$ cat config.mk
export PLATFORM = sky130hd
export DESIGN_NAME = mem_wb_stage
export DESIGN_NICKNAME = d
export VERILOG_FILES = /design/src/rtl/mem_wb_stage_pkg.sv /design/src/rtl/mem_wb_stage_dm_watchdog.sv /design/src/rtl/mem_wb_stage.sv
export SDC_FILE = /design/constraint.sdc
export NUM_CORES = 1
export LEC_CHECK = 0
export ABC_AREA = 1
export CAP_MARGIN = 20
export CELL_PAD_IN_SITES_DETAIL_PLACEMENT = 0
export CELL_PAD_IN_SITES_GLOBAL_PLACEMENT = 1
export CORE_UTILIZATION = 45
export CTS_CLUSTER_SIZE = 20
export DETAILED_ROUTE_END_ITERATION = 10
export DONT_BUFFER_PORTS = 1
export GPL_TIMING_DRIVEN = 0
export PLACE_DENSITY_LB_ADDON = 0.15
export SYNTH_ARGS = -nofsm -noshare
export SYNTH_HDL_FRONTEND = slang
export SYNTH_SLANG_ARGS = --single-unit
export TNS_END_PERCENT = 30
$ cat constraint.sdc
create_clock -name clk -period 4.2 [get_ports clk]
set_input_delay 0.21 -clock clk [delete_from_list [all_inputs] [get_ports clk]]
set_output_delay 0.21 -clock clk [all_outputs]
set_load 0.005 [all_outputs]
$ cat src/rtl/mem_wb_stage_pkg.sv
// rtl/mem_wb_stage_pkg.sv - shared widths, state encoding and helpers for mem_wb_stage
//
// Purpose : common definitions for the memory-access / writeback stage.
// Contents: INST_SIZE, REG_NUM_SIZE, INST_SIZE_ZEROS, WDOG_WIDTH,
//           state_t encoding, mem_ctx_t captured-access context,
//           is_aligned() word-alignment helper.
package mem_wb_stage_pkg;

    localparam int INST_SIZE    = 32;
    localparam int REG_NUM_SIZE = 5;
    localparam int WDOG_WIDTH   = 8;

    localparam logic [INST_SIZE-1:0] INST_SIZE_ZEROS = '0;

    typedef enum logic {
        ST_IDLE     = 1'b0,
        ST_MEM_WAIT = 1'b1
    } state_t;

    // Everything about an in-flight access that is needed when it completes.
    typedef struct packed {
        logic [REG_NUM_SIZE-1:0] rd;
        logic                    de_we;
        logic                    load;
        logic                    we;
    } mem_ctx_t;

    function automatic logic is_aligned(input logic [INST_SIZE-1:0] addr);
        return addr[1:0] == 2'b00;
    endfunction

endpackage

$ cat src/rtl/mem_wb_stage_dm_watchdog.sv
// rtl/mem_wb_stage_dm_watchdog.sv - data-memory access watchdog counter
//
// Purpose : counts cycles spent waiting for DM_ACK and flags expiry.
// Ports   : clk, rst      - clock, async active-high reset
//           clear         - force count to zero (stage idle)
//           enable        - count this cycle (stage waiting on memory)
//           expired       - current wait cycle is the TIMEOUT-th one
module dm_watchdog
    import mem_wb_stage_pkg::*;
#(
    parameter int TIMEOUT = 255
) (
    input  logic clk,
    input  logic rst,
    input  logic clear,
    input  logic enable,
    output logic expired
);

    // count holds the number of wait cycles already completed, so the
    // TIMEOUT-th wait cycle is the one where count == TIMEOUT-1.
    localparam logic [WDOG_WIDTH-1:0] LIMIT = WDOG_WIDTH'(TIMEOUT - 1);

    logic [WDOG_WIDTH-1:0] count;

    assign expired = enable && (count == LIMIT);

    always_ff @(posedge clk or posedge rst) begin
        if (rst) begin
            count <= '0;
        end else if (clear) begin
            count <= '0;
        end else if (enable && !expired) begin
            count <= count + 1'b1;
        end
    end

endmodule

$ cat src/rtl/mem_wb_stage.sv
// rtl/mem_wb_stage.sv - combined memory-access and writeback pipeline stage
//
// Purpose : takes one executed instruction per cycle, performs word loads and
//           stores over a REQ/ACK handshake and drives the register-file
//           write port. Stalls upstream while an access is outstanding.
// Ports   : clk, rst                         - clock, async active-high reset
//           EX_VALID, ALU_RES, STORE_D, RD_A,
//           MEM_WE, MEM_REG, DE_WE           - executed instruction
//           STALL                            - upstream must hold inputs
//           DM_REQ, DM_WE, DM_ADDR, DM_WD,
//           DM_ACK, DM_RD                    - data-memory handshake
//           WB_WE, WB_A, WB_D                - register-file write port
//           MEM_ERR                          - sticky misalign/timeout flag
module mem_wb_stage
    import mem_wb_stage_pkg::*;
#(
    parameter int TIMEOUT = 255
) (
    input  logic                    clk,
    input  logic                    rst,
    input  logic                    EX_VALID,
    input  logic [INST_SIZE-1:0]    ALU_RES,
    input  logic [INST_SIZE-1:0]    STORE_D,
    input  logic [REG_NUM_SIZE-1:0] RD_A,
    input  logic                    MEM_WE,
    input  logic                    MEM_REG,
    input  logic                    DE_WE,
    output logic                    STALL,
    output logic                    DM_REQ,
    output logic                    DM_WE,
    output logic [INST_SIZE-1:0]    DM_ADDR,
    output logic [INST_SIZE-1:0]    DM_WD,
    input  logic                    DM_ACK,
    input  logic [INST_SIZE-1:0]    DM_RD,
    output logic                    WB_WE,
    output logic [REG_NUM_SIZE-1:0] WB_A,
    output logic [INST_SIZE-1:0]    WB_D,
    output logic                    MEM_ERR
);

    state_t   state;
    state_t   next_state;
    mem_ctx_t ctx;

    logic accept_alu;
    logic accept_mem;
    logic misaligned;
    logic finish;
    logic timeout;
    logic expired;
    logic waiting;

    assign waiting = (state == ST_MEM_WAIT);

    dm_watchdog #(
        .TIMEOUT (TIMEOUT)
    ) u_watchdog (
        .clk     (clk),
        .rst     (rst),
        .clear   (!waiting),
        .enable  (waiting),
        .expired (expired)
    );

    // State register
    always_ff @(posedge clk or posedge rst) begin
        if (rst) begin
            state <= ST_IDLE;
        end else begin
            state <= next_state;
        end
    end

    // Next-state and per-cycle event decode
    always_comb begin
        next_state = state;
        accept_alu = 1'b0;
        accept_mem = 1'b0;
        misaligned = 1'b0;
        finish     = 1'b0;
        timeout    = 1'b0;
        case (state)
            ST_IDLE: begin
                if (EX_VALID) begin
                    if (MEM_WE || MEM_REG) begin
                        if (is_aligned(ALU_RES)) begin
                            accept_mem = 1'b1;
                            next_state = ST_MEM_WAIT;
                        end else begin
                            misaligned = 1'b1;
                        end
                    end else begin
                        accept_alu = 1'b1;
                    end
                end
            end
            ST_MEM_WAIT: begin
                // An ACK arriving on the expiry cycle still completes normally.
                if (DM_ACK) begin
                    finish     = 1'b1;
                    next_state = ST_IDLE;
                end else if (expired) begin
                    timeout    = 1'b1;
                    next_state = ST_IDLE;
                end
            end
            default: next_state = ST_IDLE;
        endcase
    end

    // Handshake outputs come straight from state/context registers, so a
    // reset drops DM_REQ and STALL immediately.
    always_comb begin
        STALL  = waiting;
        DM_REQ = waiting;
        DM_WE  = waiting && ctx.we;
    end

    // Access context, memory address/data and writeback registers
    always_ff @(posedge clk or posedge rst) begin
        if (rst) begin
            ctx     <= '0;
            DM_ADDR <= INST_SIZE_ZEROS;
            DM_WD   <= INST_SIZE_ZEROS;
            WB_WE   <= 1'b0;
            WB_A    <= '0;
            WB_D    <= INST_SIZE_ZEROS;
            MEM_ERR <= 1'b0;
        end else begin
            WB_WE <= 1'b0;

            if (accept_alu) begin
                WB_WE <= DE_WE && (RD_A != '0);
                WB_A  <= RD_A;
                WB_D  <= ALU_RES;
            end

            if (accept_mem) begin
                // A combined load+store is treated as a plain store.
                ctx <= '{rd:    RD_A,
                         de_we: DE_WE,
                         load:  MEM_REG && !MEM_WE,
                         we:    MEM_WE};
                DM_ADDR <= ALU_RES;
                DM_WD   <= STORE_D;
            end

            if (finish && ctx.load) begin
                WB_WE <= ctx.de_we && (ctx.rd != '0);
                WB_A  <= ctx.rd;
                WB_D  <= DM_RD;
            end

            if (misaligned || timeout) begin
                MEM_ERR <= 1'b1;
            end
        end
    end

endmodule
# Word-level counts from Yosys, hierarchy flattened
# Index checks and enable logic that the tools add are counted.
[word_totals]
latchBits = 0
ramBits = 0
output_inout_bits = 106
mem_count = 0
mem_bits_ro = 0
register_bits = 120
in_bits = 108
[op_classes]
reduce_logical = 15
n_div = 0
n_mul = 0
shifts = 0
add_sub_neg = 1
n_eq_ne = 2
magnitude_cmp = 0
bitwise = 1
n_mux = 27
[ops]
columns = ["op", "count"]
rows = [
  ["$mux 32", 2],
  ["$mux 1", 20],
  ["$mux 8", 2],
  ["$mux 5", 2],
  ["$reduce_bool 5->1", 2],
  ["$add 8x1->8 const B", 1],
  ["$eq 8x8->1 const B", 1],
  ["$logic_and 1x1->1", 7],
  ["$logic_not 1->1", 2],
  ["$logic_not 2->1", 1],
  ["$logic_or 1x1->1", 2],
  ["$ne 2x1->1 const B", 1],
  ["$pmux 1 s2", 1],
  ["$reduce_bool 2->1", 1],
  ["$not 1->1", 1],
]

# Logic depth before layout (Yosys ltp)
[depth]
ltp_word = 6
ltp_mapped = 9

# Modules after synthesis
# Synthesis repeated with hierarchy kept, for this count alone.
[unflattened]
cells_unflattened = 711
area_unflattened_um2 = 5622.9
[by_module_without_submodules]
columns = ["mod", "cells_per_inst", "n_inst", "area_each_um2"]
rows = [
  ["mem_wb_stage", 635, 1, 5073.6],
  ["dm_watchdog", 76, 1, 549.3],
]

# Worst setup path after synthesis
# Ideal clock, no wire load.
[synth_path]
kind = "register to register"
start = "register state, in the netlist DM_REQ"
end = "register WB_D[2]"
arrival_time_ns = 1.210
path_stages_with_launch = 10
required_ns = 4.075
n_path_buf = 3
period_less_slack_ns = 1.334
setup_slack_ns = 2.866
setup_time_ns = 0.125
cell_sequence = "dfrtp_1 buf_4 inv_2 nand2_4 inv_2 nand2_2 buf_4 buf_2 nand3_1 nand3_1"
[synth_between]
elab_chain_cells = 3
elab_cells_between_ends = 5
[synth_rtl]
columns = ["item", "line", "text"]
rows = [
  ["start: declaration", "mem_wb_stage.sv:41", "state_t state;"],
  ["start signal: assignment", "mem_wb_stage.sv:70", "state <= next_state;"],
  ["$mux 1", "mem_wb_stage.sv:82", "case (state)"],
  ["$logic_and 1x1->1", "mem_wb_stage.sv:148", "if (finish && ctx.load) begin"],
  ["$mux 32 / $reduce_bool 2->1 (equally long branches)", "n/a", ""],
  ["end signal: assignment", "mem_wb_stage.sv:127", "WB_D <= INST_SIZE_ZEROS;"],
  ["end signal: assignment", "mem_wb_stage.sv:135", "WB_D <= ALU_RES;"],
  ["end signal: assignment", "mem_wb_stage.sv:151", "WB_D <= DM_RD;"],
  ["end: declaration", "mem_wb_stage.sv:37", "output logic [INST_SIZE-1:0] WB_D,"],
]
# Several ways; a longest one is shown, not always the timed one.
# A chain may end at the register's enable or synchronous reset.

# Worst setup path after layout
[layout_path]
start = "register state, in the netlist DM_REQ"
end = "register WB_D[1]"
# The elaborated chain is that of the path after synthesis.

==> flow_summary.toml <==
[status]
run_status = "complete, no violations"

[sta]
slew_headroom_pct = 61.6
layout_min_cycle_time_ns = 2.17
finalHoldWorstSlack_ns = 0.00416
fin_worst_skew_ns = 0.00592
timing.final.setup_violations = 0
totalNegativeSetupSlack_ns = 0
slew_at_the_pin_closest_to_its_max_slew_limit_ns = 0.576
layout_worst_path_cycle_share_pct = 51.6
grt_setup_unrepaired = "false"
maxSlewViolCount = 0
hold_viol = 0
timing.fmax_mhz = 462

[pwr]
clockPowerShare_pct = 41.7
comb_power_share_pct = 13.4
vdd.ir_drop.worst_uv = 336
power.density_nw_per_um2 = 509
power.net_switching_mw = 0.990
power.switching_fraction_pct = 27.5
power.leakage_nw = 3.49
power_frac_seq_pct = 44.9
internal_power_mw = 2.60

[final_layout]
fillers = 985
ff_latch_area_um2 = 3000
area_growth_syn_to_layout_pct = 34.9
multi_input_comb_area_um2 = 1920
diodes = 0
nets = 841
post_route_cells_drive_above_1_share_pct = 9.30

[global_routing]
grt_first_pass_wirelength_um = 23400
globalRoute.totalOverflow = 0
grt.total_usage_pct = 26.3
grt_antenna_before_repair = 0
first_global_vias = 4706
grt_max_degree = 66

[worst_setup_path]
timing.critical_path.mode_cell = "nand3_1"
endpoint_type_of_the_worst_setup_path = "flip-flop"
timing.critical_path.required_ns = 4.55
worst_path_largest_cell_delay_ns = 0.54
arrival_ns = 2.52
worst-r2r-cell-count = 6
critPathLaunchType = "flip-flop"
crit_buf_inv = 3
crit_type = "reg2reg"
worst_path_dominant_cell_family = "buffers and inverters"
crit_slowest_cell = "dlygate4sd3_1"
rr_startpoint = "DM_REQ"
timing.critical_path.fanout_max = 10
rr_endpoint = "WB_D[1]"
path_cells = "buf_4, nand3_2, clkbuf_1, nand3_1, nand3_1, dlygate4sd3_1"
ff2ff_setup_slack_ns = 2.03

[clocking]
htree_num_levels = 4
cts_post_setup_buffers_inserted = 0
tritoncts = "built"
cts.path.max_buffers = 2
clkTransAtPathRegs_ns = 0.05
clkSinkCount = 120
cts-buffers-inserted = 17
cts_root_buf = "clkbuf_16"
clk-insertion-delay-late_ns = 0.42

[detailed_routing]
drtIter0Drc = 284
route.final.wire_length_um = 15700
antenna_violating_nets_left = 0
wl_per_cell_um = 17.8
viasPerCell = 5.43
num_vias = 4807
detailedRoute.firstPassIterationCount = 5
drc = 0

[worst_hold_path]
holdCritStartpoint = "DM_RD[0]"
worst_hold_path.num_cells = 2
worst_hold_path.endpoint = "WB_D[0]"
worst_hold_path_type = "in2reg"

[logic_synthesis]
number_of_enable_type_register_cells_in_the_synthesized_netlist = 0
synth-seq-area-share_pct = 57.4
avgSynthCellArea_um2 = 8.58
yosysWarnings = 0
mapped_area_um2 = 5240
synth.most_common_cell = "nand2_1"
synth.top_cell.area_share_pct = 57.4
synth_async_sr_flop_share_pct = 100
synth_flop_type = "dfrtp_1"
post-synth-top-area-cell = "dfrtp_1"
synth_seq_cells = 120
synth_commonest_cells = "nand2_1, dfrtp_1, nand3_1"
yosys-top-cells-area = "dfrtp_1, nand2_1, nand3_1, nand4_1, buf_4"
synthesis.instances = 610
synthDistinctLibCells = 24
synth_nets = 720

[floorplanning]
floorplan.rows = 39
floorplan.core_area_um2 = 11400
num_io_pins = 214
floorplan.initialDensity_pct = 46.0
die_w_um = 110
die_extent_in_y_um = 110
design.die.area_um2 = 12100

[place]
place_hpwl_um = 10700
portBuffers = 0
finalWeightedCongestion = 0.802

[flow_run]
timing.max_cap.violations = 0
-- layout by cell type, fill, tap and decap left out, types with 2 or more instances in the layout --
cell,n
nor2_2,3
nand2_1,235
ha_1,2
or2_2,2
nand4_1,35
buf_6,3
nand3_1,116
clkbuf_8,4
clkinvlp_4,2
clkbuf_1,18
dfrtp_1,120
nand3_2,2
dlygate4sd3_1,101
o21ai_0,13
nor2_1,11
buf_2,13
buf_4,10
clkinv_2,3
o21ai_1,2
inv_1,15
clkbuf_16,17
bufinv_16,3
inv_2,3
-- power by group through the flow --
stage	sequential (mW)	clock, mW	combinational, mW
6_report	1.61	1.50	0.481
2_1_floorplan	1.56	0	0.311
3_3_place_gp	1.63	0	0.370
5_1_grt	1.65	1.55	0.544
4_1_cts	1.62	1.52	0.476
3_5_place_dp	1.63	0	0.391
-- logic make-up (layout without fill, tap and decap cells) --
kind of cell | count (synthesis) | count (layout) | share of synthesized area (%)
AO/OA/AOI/OAI | 17 | 17 | 1.70
adder cells (fa/ha/maj) | 2 | 2 | 0.478
buffers and inverters | 63 | 195 | 5.97
flip-flops | 120 | 120 | 57.4
AND/OR/NAND/NOR | 408 | 408 | 34.5
-- routing by layer --
layer | global-route usage (%) | wire length [um] | up-vias | share of wire [%]
met1 | 31.6 | 6500 | 2319 | 41
met3 | 8.30 | 1200 | 30 | 7.6
met4 | 10.9 | 343 | 0 | 2.2
met5 | 0 | 0 | - | 0
met2 | 43.5 | 7690 | 214 | 49
li1 | - | - | 2244 | -
-- layout make-up --
class                   count  area share (%)
flip-flops and latches    120            42.5
well taps                 143            2.53
clock inverters             8            1.70
inverters                  19            1.08
clock buffers              22            6.86
plain buffers              44            3.42
multi-input cells         427            27.2
repair buffers            102            14.7
-- worst max-delay path by stage --
stage | start | endpoint | slack, ns | depth (start not counted)
after floorplan | rst | DM_ADDR[0] | 0.80 | 1
after global placement | rst | ctx[4] | -0.53 | 1
after detailed placement | DM_REQ | WB_WE | 2.58 | 4
after CTS | DM_REQ | WB_D[1] | 2.06 | 7
after global routing | DM_REQ | WB_D[1] | 1.94 | 7
final | DM_REQ | WB_D[1] | 2.03 | 6
-- sequential cells by signal (all words and copies together), names as in the netlist --
register,flops
WB_WE,1
ctx,8
u_watchdog.count,8
WB_D,32
DM_REQ,1
DM_ADDR,32
MEM_ERR,1
DM_WD,32
WB_A,5
-- stage by stage --
stage / instance area, um2 / setup WS (ns) / instances / utilization (%) / total power [mW]
after CTS: 7060 / 2.06 / 885 / 62.1 / 3.61
after detailed placement: 5450 / 2.58 / 754 / 47.9 / 2.02
after global routing: 7060 / 1.94 / 885 / 62.1 / 3.74
final: 7060 / 2.03 / 885 / 62.1 / 3.59
after global placement: 5410 / -0.526 / 753 / 47.6 / 2.00
after floorplan: 5240 / 0.804 / 610 / - / 1.87
-- repair_timing --
item | CTS | global route
endpoints found under the hold margin | 156 | 0
hold buffers | 101 | 0
gates resized for setup | 0 | 0
(Power assumes the default switching activity.)
